**config.mk**
```make
export PLATFORM = sky130hd
export DESIGN_NAME = qtr_emu_flat
export DESIGN_NICKNAME = d
export VERILOG_FILES = /design/src/rtl/qtr_emu_if.sv /design/src/rtl/qtr_emu.sv /design/src/flat_wrapper.sv
export SDC_FILE = /design/constraint.sdc
export NUM_CORES = 1
export LEC_CHECK = 0
export ABC_CLOCK_PERIOD_IN_PS = 19950
export CELL_PAD_IN_SITES_DETAIL_PLACEMENT = 2
export CELL_PAD_IN_SITES_GLOBAL_PLACEMENT = 2
export CORE_ASPECT_RATIO = 1.4
export CORE_MARGIN = 2
export CORE_UTILIZATION = 44
export DETAILED_ROUTE_END_ITERATION = 10
export PLACE_DENSITY = 0.95
export SLEW_MARGIN = 20
export SYNTH_ARGS = -nofsm -noshare
export SYNTH_HDL_FRONTEND = slang
export SYNTH_SLANG_ARGS = --single-unit
```
**constraint.sdc**
```tcl
create_clock -name clk -period 19.95 [get_ports clk]
set_clock_uncertainty 0.05 [all_clocks]
set_input_delay 1.995 -clock clk [delete_from_list [all_inputs] [get_ports clk]]
set_output_delay 1.995 -clock clk [all_outputs]
set_load 0.03 [all_outputs]
```
**src/rtl/qtr_emu_if.sv**
```systemverilog
`default_nettype none
// ============================================================================
// Module   : qtr_emu_if
// Brief    : Peripheral daisy-chain bus bundle for the QTR-RC sensor emulator.
// Revision : 1.0
// ============================================================================
interface qtr_emu_if;
    logic        rdwr;
    logic        strobe;
    logic [3:0]  our_addr;
    logic [11:0] addr;
    logic        busy_in;
    logic        busy_out;
    logic        addr_match_in;
    logic        addr_match_out;
    logic [7:0]  datin;
    logic [7:0]  datout;

    modport master (
        output rdwr, strobe, our_addr, addr, busy_in, addr_match_in, datin,
        input  busy_out, addr_match_out, datout
    );

    modport slave (
        input  rdwr, strobe, our_addr, addr, busy_in, addr_match_in, datin,
        output busy_out, addr_match_out, datout
    );
endinterface
`default_nettype wire

```
**src/rtl/qtr_emu.sv**
```systemverilog
`default_nettype none
// ============================================================================
// Module   : qtr_emu
// Brief    : Eight-channel Pololu QTR-RC reflectance sensor emulator.
//            Optional reg 10 channel-0 edge counter: QTR_EMU_TRIGCNT_EN.
// Revision : 1.0
// ============================================================================
module qtr_emu (
    input  wire logic       clk,
    input  wire logic       reset,
    qtr_emu_if.slave        bus,
    input  wire logic       u10clk,
    input  wire logic [7:0] q_in,
    output logic      [7:0] q_oe,
    output logic      [7:0] q_out
);
    typedef enum logic [1:0] {
        ST_OFF   = 2'd0,
        ST_LOW   = 2'd1,
        ST_DECAY = 2'd2
    } state_t;

    localparam logic [3:0] c_IDX_MASK    = 4'd8;
    localparam logic [3:0] c_IDX_FLAGS   = 4'd9;
    localparam logic [3:0] c_IDX_TRIGCNT = 4'd10;

    logic        w_myaddr;
    logic        w_wr;
    logic        w_rd;
    logic [3:0]  w_idx;
    logic [7:0]  w_rdata;
    logic [7:0]  w_trig_rdata;

    logic [7:0]  r_sync_m;
    logic [7:0]  r_sync_s1;
    logic [7:0]  r_sync_s2;
    logic [7:0]  w_rise;

    logic [7:0]  r_decay [8];
    logic [7:0]  r_mask;
    logic [7:0]  r_flags;
    logic [7:0]  w_flag_set;

    assign w_myaddr = (bus.addr[11:8] == bus.our_addr) && (bus.addr[7:4] == 4'd0);
    assign w_idx    = bus.addr[3:0];
    assign w_wr     = bus.strobe & w_myaddr & ~bus.rdwr;
    assign w_rd     = bus.strobe & w_myaddr &  bus.rdwr;

    assign bus.busy_out       = bus.busy_in;
    assign bus.addr_match_out = w_myaddr | bus.addr_match_in;
    assign bus.datout         = w_rd ? w_rdata : bus.datin;
    assign q_out              = 8'h00;

    // r_sync_s2 is only the edge-detect delay behind the two-flop synchronizer.
    always_ff @(posedge clk or posedge reset) begin
        if (reset) begin
            r_sync_m  <= 8'h00;
            r_sync_s1 <= 8'h00;
            r_sync_s2 <= 8'h00;
        end else begin
            r_sync_m  <= q_in;
            r_sync_s1 <= r_sync_m;
            r_sync_s2 <= r_sync_s1;
        end
    end

    assign w_rise = r_sync_s1 & ~r_sync_s2;

    always_ff @(posedge clk or posedge reset) begin
        if (reset) begin
            for (int i = 0; i < 8; i++) begin
                r_decay[i] <= 8'h00;
            end
            r_mask  <= 8'h00;
            r_flags <= 8'h00;
        end else begin
            if (w_wr && !w_idx[3]) begin
                r_decay[w_idx[2:0]] <= bus.datin;
            end
            if (w_wr && (w_idx == c_IDX_MASK)) begin
                r_mask <= bus.datin;
            end
            // A same-clock edge survives the read-clear.
            r_flags <= ((w_rd && (w_idx == c_IDX_FLAGS)) ? 8'h00 : r_flags) | w_flag_set;
        end
    end

`ifdef QTR_EMU_TRIGCNT_EN
    logic [7:0] r_trig_cnt;

    always_ff @(posedge clk or posedge reset) begin
        if (reset) begin
            r_trig_cnt <= 8'h00;
        end else begin
            r_trig_cnt <= ((w_rd && (w_idx == c_IDX_TRIGCNT)) ? 8'h00 : r_trig_cnt)
                          + {7'd0, w_rise[0]};
        end
    end

    assign w_trig_rdata = r_trig_cnt;
`else
    assign w_trig_rdata = 8'h00;
`endif

    always_comb begin
        w_rdata = 8'h00;
        if (!w_idx[3]) begin
            w_rdata = r_decay[w_idx[2:0]];
        end else if (w_idx == c_IDX_MASK) begin
            w_rdata = r_mask;
        end else if (w_idx == c_IDX_FLAGS) begin
            w_rdata = r_flags;
        end else if (w_idx == c_IDX_TRIGCNT) begin
            w_rdata = w_trig_rdata;
        end
    end

    for (genvar gi = 0; gi < 8; gi++) begin : g_chan
        state_t     r_state;
        state_t     w_state_nxt;
        logic [7:0] r_d;
        logic [7:0] r_cnt;
        logic [7:0] w_d_nxt;
        logic [7:0] w_cnt_nxt;
        logic       w_set;

        always_ff @(posedge clk or posedge reset) begin
            if (reset) begin
                r_state <= ST_OFF;
                r_d     <= 8'h00;
                r_cnt   <= 8'h00;
            end else begin
                r_state <= w_state_nxt;
                r_d     <= w_d_nxt;
                r_cnt   <= w_cnt_nxt;
            end
        end

        // Decay length is latched at the trigger so mid-cycle writes wait for the next edge.
        always_comb begin
            w_state_nxt = r_state;
            w_d_nxt     = r_d;
            w_cnt_nxt   = r_cnt;
            w_set       = 1'b0;
            if (!r_mask[gi]) begin
                w_state_nxt = ST_OFF;
                w_cnt_nxt   = 8'h00;
            end else begin
                case (r_state)
                    ST_OFF: begin
                        w_state_nxt = ST_LOW;
                    end
                    ST_LOW, ST_DECAY: begin
                        if (w_rise[gi]) begin
                            w_set     = 1'b1;
                            w_d_nxt   = r_decay[gi];
                            w_cnt_nxt = 8'h00;
                            if (r_decay[gi] == 8'h00) begin
                                w_state_nxt = ST_LOW;
                            end else begin
                                w_state_nxt = ST_DECAY;
                            end
                        end else if ((r_state == ST_DECAY) && u10clk) begin
                            w_cnt_nxt = r_cnt + 8'd1;
                            if ((r_cnt + 8'd1) == r_d) begin
                                w_state_nxt = ST_LOW;
                            end
                        end
                    end
                    default: begin
                        w_state_nxt = ST_OFF;
                    end
                endcase
            end
        end

        assign w_flag_set[gi] = w_set;
        assign q_oe[gi]       = (r_state == ST_LOW);
    end
endmodule
`default_nettype wire

```
**src/flat_wrapper.sv**
```systemverilog
// flat-port wrapper written by rule: the top's interface ports become plain ports
module qtr_emu_flat 
  (clk, reset, u10clk, q_in, q_oe, q_out, bus_rdwr, bus_strobe, bus_our_addr, bus_addr, bus_busy_in, bus_addr_match_in, bus_datin, bus_busy_out, bus_addr_match_out, bus_datout);
  qtr_emu_if bus_i ();
  input  wire logic clk;
  input  wire logic reset;
  input  wire logic u10clk;
  input  wire logic [7:0] q_in;
  output logic      [7:0] q_oe;
  output logic      [7:0] q_out;
  input wire logic [$bits(bus_i.rdwr)-1:0] bus_rdwr;
  input wire logic [$bits(bus_i.strobe)-1:0] bus_strobe;
  input wire logic [$bits(bus_i.our_addr)-1:0] bus_our_addr;
  input wire logic [$bits(bus_i.addr)-1:0] bus_addr;
  input wire logic [$bits(bus_i.busy_in)-1:0] bus_busy_in;
  input wire logic [$bits(bus_i.addr_match_in)-1:0] bus_addr_match_in;
  input wire logic [$bits(bus_i.datin)-1:0] bus_datin;
  output wire logic [$bits(bus_i.busy_out)-1:0] bus_busy_out;
  output wire logic [$bits(bus_i.addr_match_out)-1:0] bus_addr_match_out;
  output wire logic [$bits(bus_i.datout)-1:0] bus_datout;
  assign bus_i.rdwr = bus_rdwr;
  assign bus_i.strobe = bus_strobe;
  assign bus_i.our_addr = bus_our_addr;
  assign bus_i.addr = bus_addr;
  assign bus_i.busy_in = bus_busy_in;
  assign bus_i.addr_match_in = bus_addr_match_in;
  assign bus_i.datin = bus_datin;
  assign bus_busy_out = bus_i.busy_out;
  assign bus_addr_match_out = bus_i.addr_match_out;
  assign bus_datout = bus_i.datout;
  qtr_emu u_core (.clk(clk), .reset(reset), .bus(bus_i), .u10clk(u10clk), .q_in(q_in), .q_oe(q_oe), .q_out(q_out));
endmodule
```
Word-level counts from Yosys, hierarchy flattened:

Cells that the tools add are included.

* register bits: 248
* output and inout port bits: 26
* word-level logic and storage cells: 293

* add/subtract/negate cells: 8
* order comparisons: 2
* eq/ne operators: 59
* mux-type cells: 115
* bitwise gates (word level): 9
* reduce and logical (&&, ||, !) cells: 63

Operators by type and width (count)
* $mux W8: 40
* $mux W2: 40
* $add A8 B1 Y8 const B: 8
* $bwmux W64: 1
* $eq A8 B8 Y1: 8
* $logic_not A8 Y1: 8
* $ne A4 B3 Y1 const B: 16
* $pmux W2 S2: 8
* $reduce_and A2 Y1: 16
* $bmux W8 S3: 1
* $demux W8 S3: 1
* $mux W1: 24
* $ne A3 B2 Y1 const B: 8
* $reduce_and A3 Y1: 8
* $eq A2 B1 Y1 const B: 8
* $eq A2 B2 Y1 const B: 8
* $logic_not A2 Y1: 8
* $ne A2 B2 Y1 const B: 8
* $reduce_or A2 Y1: 8
* $logic_and A1 B1 Y1: 13
* $and A8 B8 Y8: 1
* $eq A4 B4 Y1 const B: 2
* $not A8 Y8: 1
* $or A8 B8 Y8: 1
* 9 further kinds: 11

Depth between registers and ports, before layout:

* word-level depth: 7
* mapped depth: 8
* depth with buffers taken out: 8

Worst setup path before layout:

Ideal clock, no wire load.

* kind: in2out
* start: input bus_addr[0]
* end: output bus_datout[6]
* arrival time: 3774 ps
* data required time: 17905 ps
* setup slack: 14131 ps
* stages: 8
* path buffers: 3
* cell sequence: buf_2 buf_1 buf_2 mux2_2 a22oi_1 nor2_1 a31oi_1 a21oi_1

* word-level cells in the longest chain between the ends: 6
* elaborated cells on any way between the ends: 10
* classes of those cells: 2 x eq/ne; 7 x mux; 1 x bitwise

RTL lines
* start, declared: line flat_wrapper.sv:14 `input wire logic [$bits(bus_i.addr)-1:0] bus_addr;`
* $not A3 Y4 (not written as such): line qtr_emu.sv:108 `w_rdata = r_decay[w_idx[2:0]];`
* $bmux W8 S3: line qtr_emu.sv:108
* $mux W8 (not written as such) (2 in series): line qtr_emu.sv:108
* $mux W8 *: line qtr_emu.sv:107 `if (!w_idx[3]) begin`
* $mux W8 *: line qtr_emu.sv:51 `assign bus.datout = w_rd ? w_rdata : bus.datin;`
* end, declared: line flat_wrapper.sv:20 `output wire logic [$bits(bus_i.datout)-1:0] bus_datout;`

Mark *: on every way between the ends. The rest lies on a longest branch, timed or not. The select of a mux whose other input is x is not followed.

Worst setup path after layout:

* start: input bus_addr[3]
* end: output bus_datout[1]

* word-level cells in the longest chain between the ends: 5
* elaborated cells on any way between the ends: 6
* classes of those cells: 2 x eq/ne; 4 x mux

RTL lines
* $eq A4 B4 Y1: line qtr_emu.sv:111 `end else if (w_idx == c_IDX_FLAGS) begin`
* $mux W8: line qtr_emu.sv:111
* $mux W8: line qtr_emu.sv:109 `end else if (w_idx == c_IDX_MASK) begin`
* $mux W8 *: line qtr_emu.sv:107
* $mux W8 *: line qtr_emu.sv:51

Mark *: on every way between the ends. The rest lies on a longest branch, timed or not.

==> metrics.csv <==
stage;metric;value;unit
floorplanning;Die Y;207;um
layout;layout cell share with drive strength beyond 1;19.8;%
sta;crit path time final;7.78;ns
synthesis;number of synthesized flops with an enable pin;0;
synthesis;Yosys warnings;0;
power;Clk pwr share;49.1;%
critical_path;CP Class;primary input to output pin;
hold_path;Hold Path Stages;0;
power;Sw Pwr;0.257;mW
synthesis;ys flop type;dfrtp_1;
power;Seq pwr share;46.6;%
power;Pleak;6.84;nW
critical_path;Reg2Reg Capture Point;u_core.g_chan[7].r_state[1];
layout;synthesis-to-layout area growth;14.0;%
hold_path;worst hold path type;flop to flop;
critical_path;CP max stage cell;nor2_1;
route;final antenna-violating net count;0;
critical_path;CP startpoint;bus_addr[3];
floorplanning;Die Span X;149;um
global_route;grt ovf;0;
critical_path;Worst EP arrival;5.74;ns
floorplanning;Initial Utilization;44.5;%
clock_tree;Setup Buffers After CTS;0;
critical_path;critical path, cell by cell;clkdlybuf4s50_1, inv_1, nor2_1, a22oi_1, nor2_1, a31oi_1, a21oi_1, clkdlybuf4s50_1;
place;HPWL after DPL;31.3;mm
clock_tree;Inserted Clock Buffers;26;
route;vias per cell;6.35;
layout;non-filler instance count after layout;1600;
clock_tree;clock slew at reported path FFs;0.07;ns
place;pre-CTS setup slack;12.47;ns
place;IO Port Bufs;54;
critical_path;Worst R2R Setup Slack;17.25;ns
critical_path;FF-to-FF path depth;7;
synthesis;post-synthesis cell count;1150;
flow_run;max cap viols;0;
layout;Fillers;2848;
clock_tree;hold-fix buffers at CTS;0;
sta;slew margin rel.;27.8;%
clock_tree;clock tree buffer depth;3;
route;DRT Wirelength;49.3;mm
critical_path;startpoint types;primary input;
clock_tree;CTS resizes;0;
route;1st-iter DRT viols;759;
power;Net Sw Frac;23.5;%
sta;final hold vios;0;
sta;Fmax achieved;128;MHz
critical_path;Crit path max-delay family;buffers and inverters;
sta;fin worst setup slack;12.17;ns
critical_path;crit end category;output pin;
layout;nets;1280;
route;Vias;10200;
sta;max-slew violation count;0;
hold_path;Hold EP;u_core.r_sync_s1[2];
global_route;largest net degree at the start of global routing;123;
outcome;outcome;finished, final reports clean;
floorplanning;Cell Rows;74;
route;drt first pass iters;5;
clock_tree;clock sink count;248;
power;pwr dens;74.1;nW/um^2
critical_path;R2R Path Start;u_core.g_chan[7].r_cnt[0];
floorplanning;io pins;65;
power;Power Total;1.09;mW
synthesis;Post-Syn Area;12900;sq um
critical_path;Req. time, crit path;17.91;ns
synthesis;synthesized flop and latch total;248;
route;WL per Instance;30.8;um
sta;setup TNS;0;ns
clock_tree;CTS tree;done;
power;P_int;0.835;mW
critical_path;Crit Path Max Fanout;20;
global_route;GRT Util Overall;32.7;%
sta;Final setup viols;0;
synthesis;share of the synthesized area in the top cell type;48.0;%
critical_path;crit path buf inv count;3;
floorplanning;Die ar.;30800;sq um
global_route;first-pass GRT wire length;75.9;mm
global_route;vias in the first global route;11600;
clock_tree;CTS root buf;clkbuf_16;
place;DP Area;13800;sq um
sta;crit share post-route;39.0;%
place;GP Congestion;0.844;
route;DRC viols;0;
synthesis;Synth cell types;63;
synthesis;area leader, netlist;dfrtp_1;
synthesis;Seq/Total Area, Yosys;48.0;%
hold_path;hold_sp;u_core.r_sync_m[2];
floorplanning;core footprint;29100;sq um
layout;post-route cell area;14700;sq um
clock_tree;H-tree lvl count;1;
layout;n_diodes;0;
place;placed cell count;1553;
power;Max IR drop VDD;0.0516;mV
clock_tree;clk_lat worst skew;0.56;ns
synthesis;Synth area leaders;dfrtp_1, mux2_2, ha_1;
critical_path;CP peak stage delay;0.76;ns
global_route;initial antenna violation count;0;
synthesis;asr flop ratio synth;100;%
power;Gate power share;4.4;%
sta;worst-margin pin slew;1.08;ns
synthesis;syn_area_per_cell;11.2;sq um
sta;unrepaired setup endpoints after global routing;no;
-- sequential cells by signal, indices dropped and copies added (netlist names) --
register / cells
u_core.g_chan.r_cnt: 64
u_core.r_sync_m: 8
u_core.r_sync_s2: 8
u_core.r_decay: 64
u_core.g_chan.r_state: 16
u_core.r_sync_s1: 8
u_core.g_chan.r_d: 64
u_core.r_mask: 8
u_core.r_flags: 8
-- placed cells by master (no fill, tap or decap), types with 9 or more instances in the layout --
cell type        instances
dfrtp_1                248
mux2_2                 144
o21ai_0                 79
nand2_1                 78
nor2_1                  78
xnor2_1                 57
clkdlybuf4s50_1         54
ha_1                    40
nand3_1                 38
xor2_1                  37
clkbuf_16               27
a21oi_1                 23
inv_1                   22
nor4_1                  22
o31ai_1                 20
mux4_2                  16
a31oi_1                 15
and3_1                  13
nor2b_1                 13
nand2b_1                12
a22o_1                  11
a21o_1                  10
o41ai_1                 10
a22oi_1                  9
-- logic make-up after synthesis --
kind of cell	count (synthesis)	share of synthesized area [%]
AOI/OAI and AO/OA	211	10.6
xor gates and xnor gates	94	6.37
adders and majority gates	40	3.87
buffers and inverters	67	2.24
DFF	248	48.0
muxes	167	15.9
other	1	0.0290
and+or+nand+nor	322	13.0
-- cell usage after synthesis, types with 4 or more instances --
master / number
buf_4: 9
nor3_1: 8
and2_1: 7
a31oi_1: 15
a22o_1: 11
nand2_1: 78
nor2_1: 78
mux2i_1: 7
clkbuf_1: 21
nor2b_1: 13
nand2b_1: 12
inv_1: 23
or3b_2: 6
and3_1: 13
xor2_1: 37
a21bo_2: 7
o31ai_1: 20
nor3b_1: 6
a22oi_1: 9
nor4_1: 22
o21ai_0: 79
dfrtp_1: 248
a21boi_1: 8
a21o_1: 10
or4_1: 4
o41ai_1: 10
buf_1: 11
or2_2: 7
xnor2_1: 57
nand4_1: 8
mux2_2: 144
a21oi_1: 23
mux4_2: 16
nand3_1: 38
ha_1: 40
-- per-layer routing --
metal	part of all wire (%)	track usage [%]
met5	0	0
met4	5.7	17.4
met3	5.0	4.42
met2	52	58.2
met1	38	38.2
-- power groups by stage --
| stage | clock [mW] | combinational, mW | sequential (mW) |
|---|---|---|---|
| final | 0.536 | 0.0477 | 0.508 |
| after global routing | 0.559 | 0.0508 | 0.508 |
| after CTS | 0.540 | 0.0478 | 0.508 |
| after detailed placement | 0 | 0.0461 | 0.517 |
| after global placement | 0 | 0.0434 | 0.517 |
| after floorplan | 0 | 0.0275 | 0.517 |
-- worst register-to-register path: cells and delay by family (launching register included) --
kind,cells,cell delay (ns)
AOI/OAI and AO/OA,2,0.59
xor gates and xnor gates,1,0.20
adders and majority gates,1,0.36
DFF,1,0.48
and+or+nand+nor,3,0.90
-- metrics by stage --
step / hold WS (ns) / util (%)
3_5_place_dp: 0.286 / 47.5
2_1_floorplan: 0.281 / -
3_3_place_gp: 0.282 / 47.5
5_1_grt: 0.298 / 50.7
4_1_cts: 0.301 / 50.7
6_report: 0.295 / 50.7
-- layout make-up --
class                   count  area, sq um  area share (%)
clock buffers              38          797            5.41
repair buffers             60          586            3.97
inverters                  23         93.8           0.637
clock inverters             9          123           0.832
well taps                 380          475            3.22
flip-flops and latches    248         6210            42.1
multi-input cells         842         6460            43.8
-- worst max path at each step --
stage / to / slack (ns) / cells after the start
3_5_place_dp: bus_datout[2] / 12.47 / 8
6_report: bus_datout[1] / 12.17 / 8
4_1_cts: bus_datout[1] / 12.19 / 8
5_1_grt: bus_datout[1] / 12.10 / 8
2_1_floorplan: u_core.g_chan[0].r_cnt[0] / 11.09 / 1
3_3_place_gp: bus_datout[2] / 12.86 / 8
(Power assumes the default switching activity.)
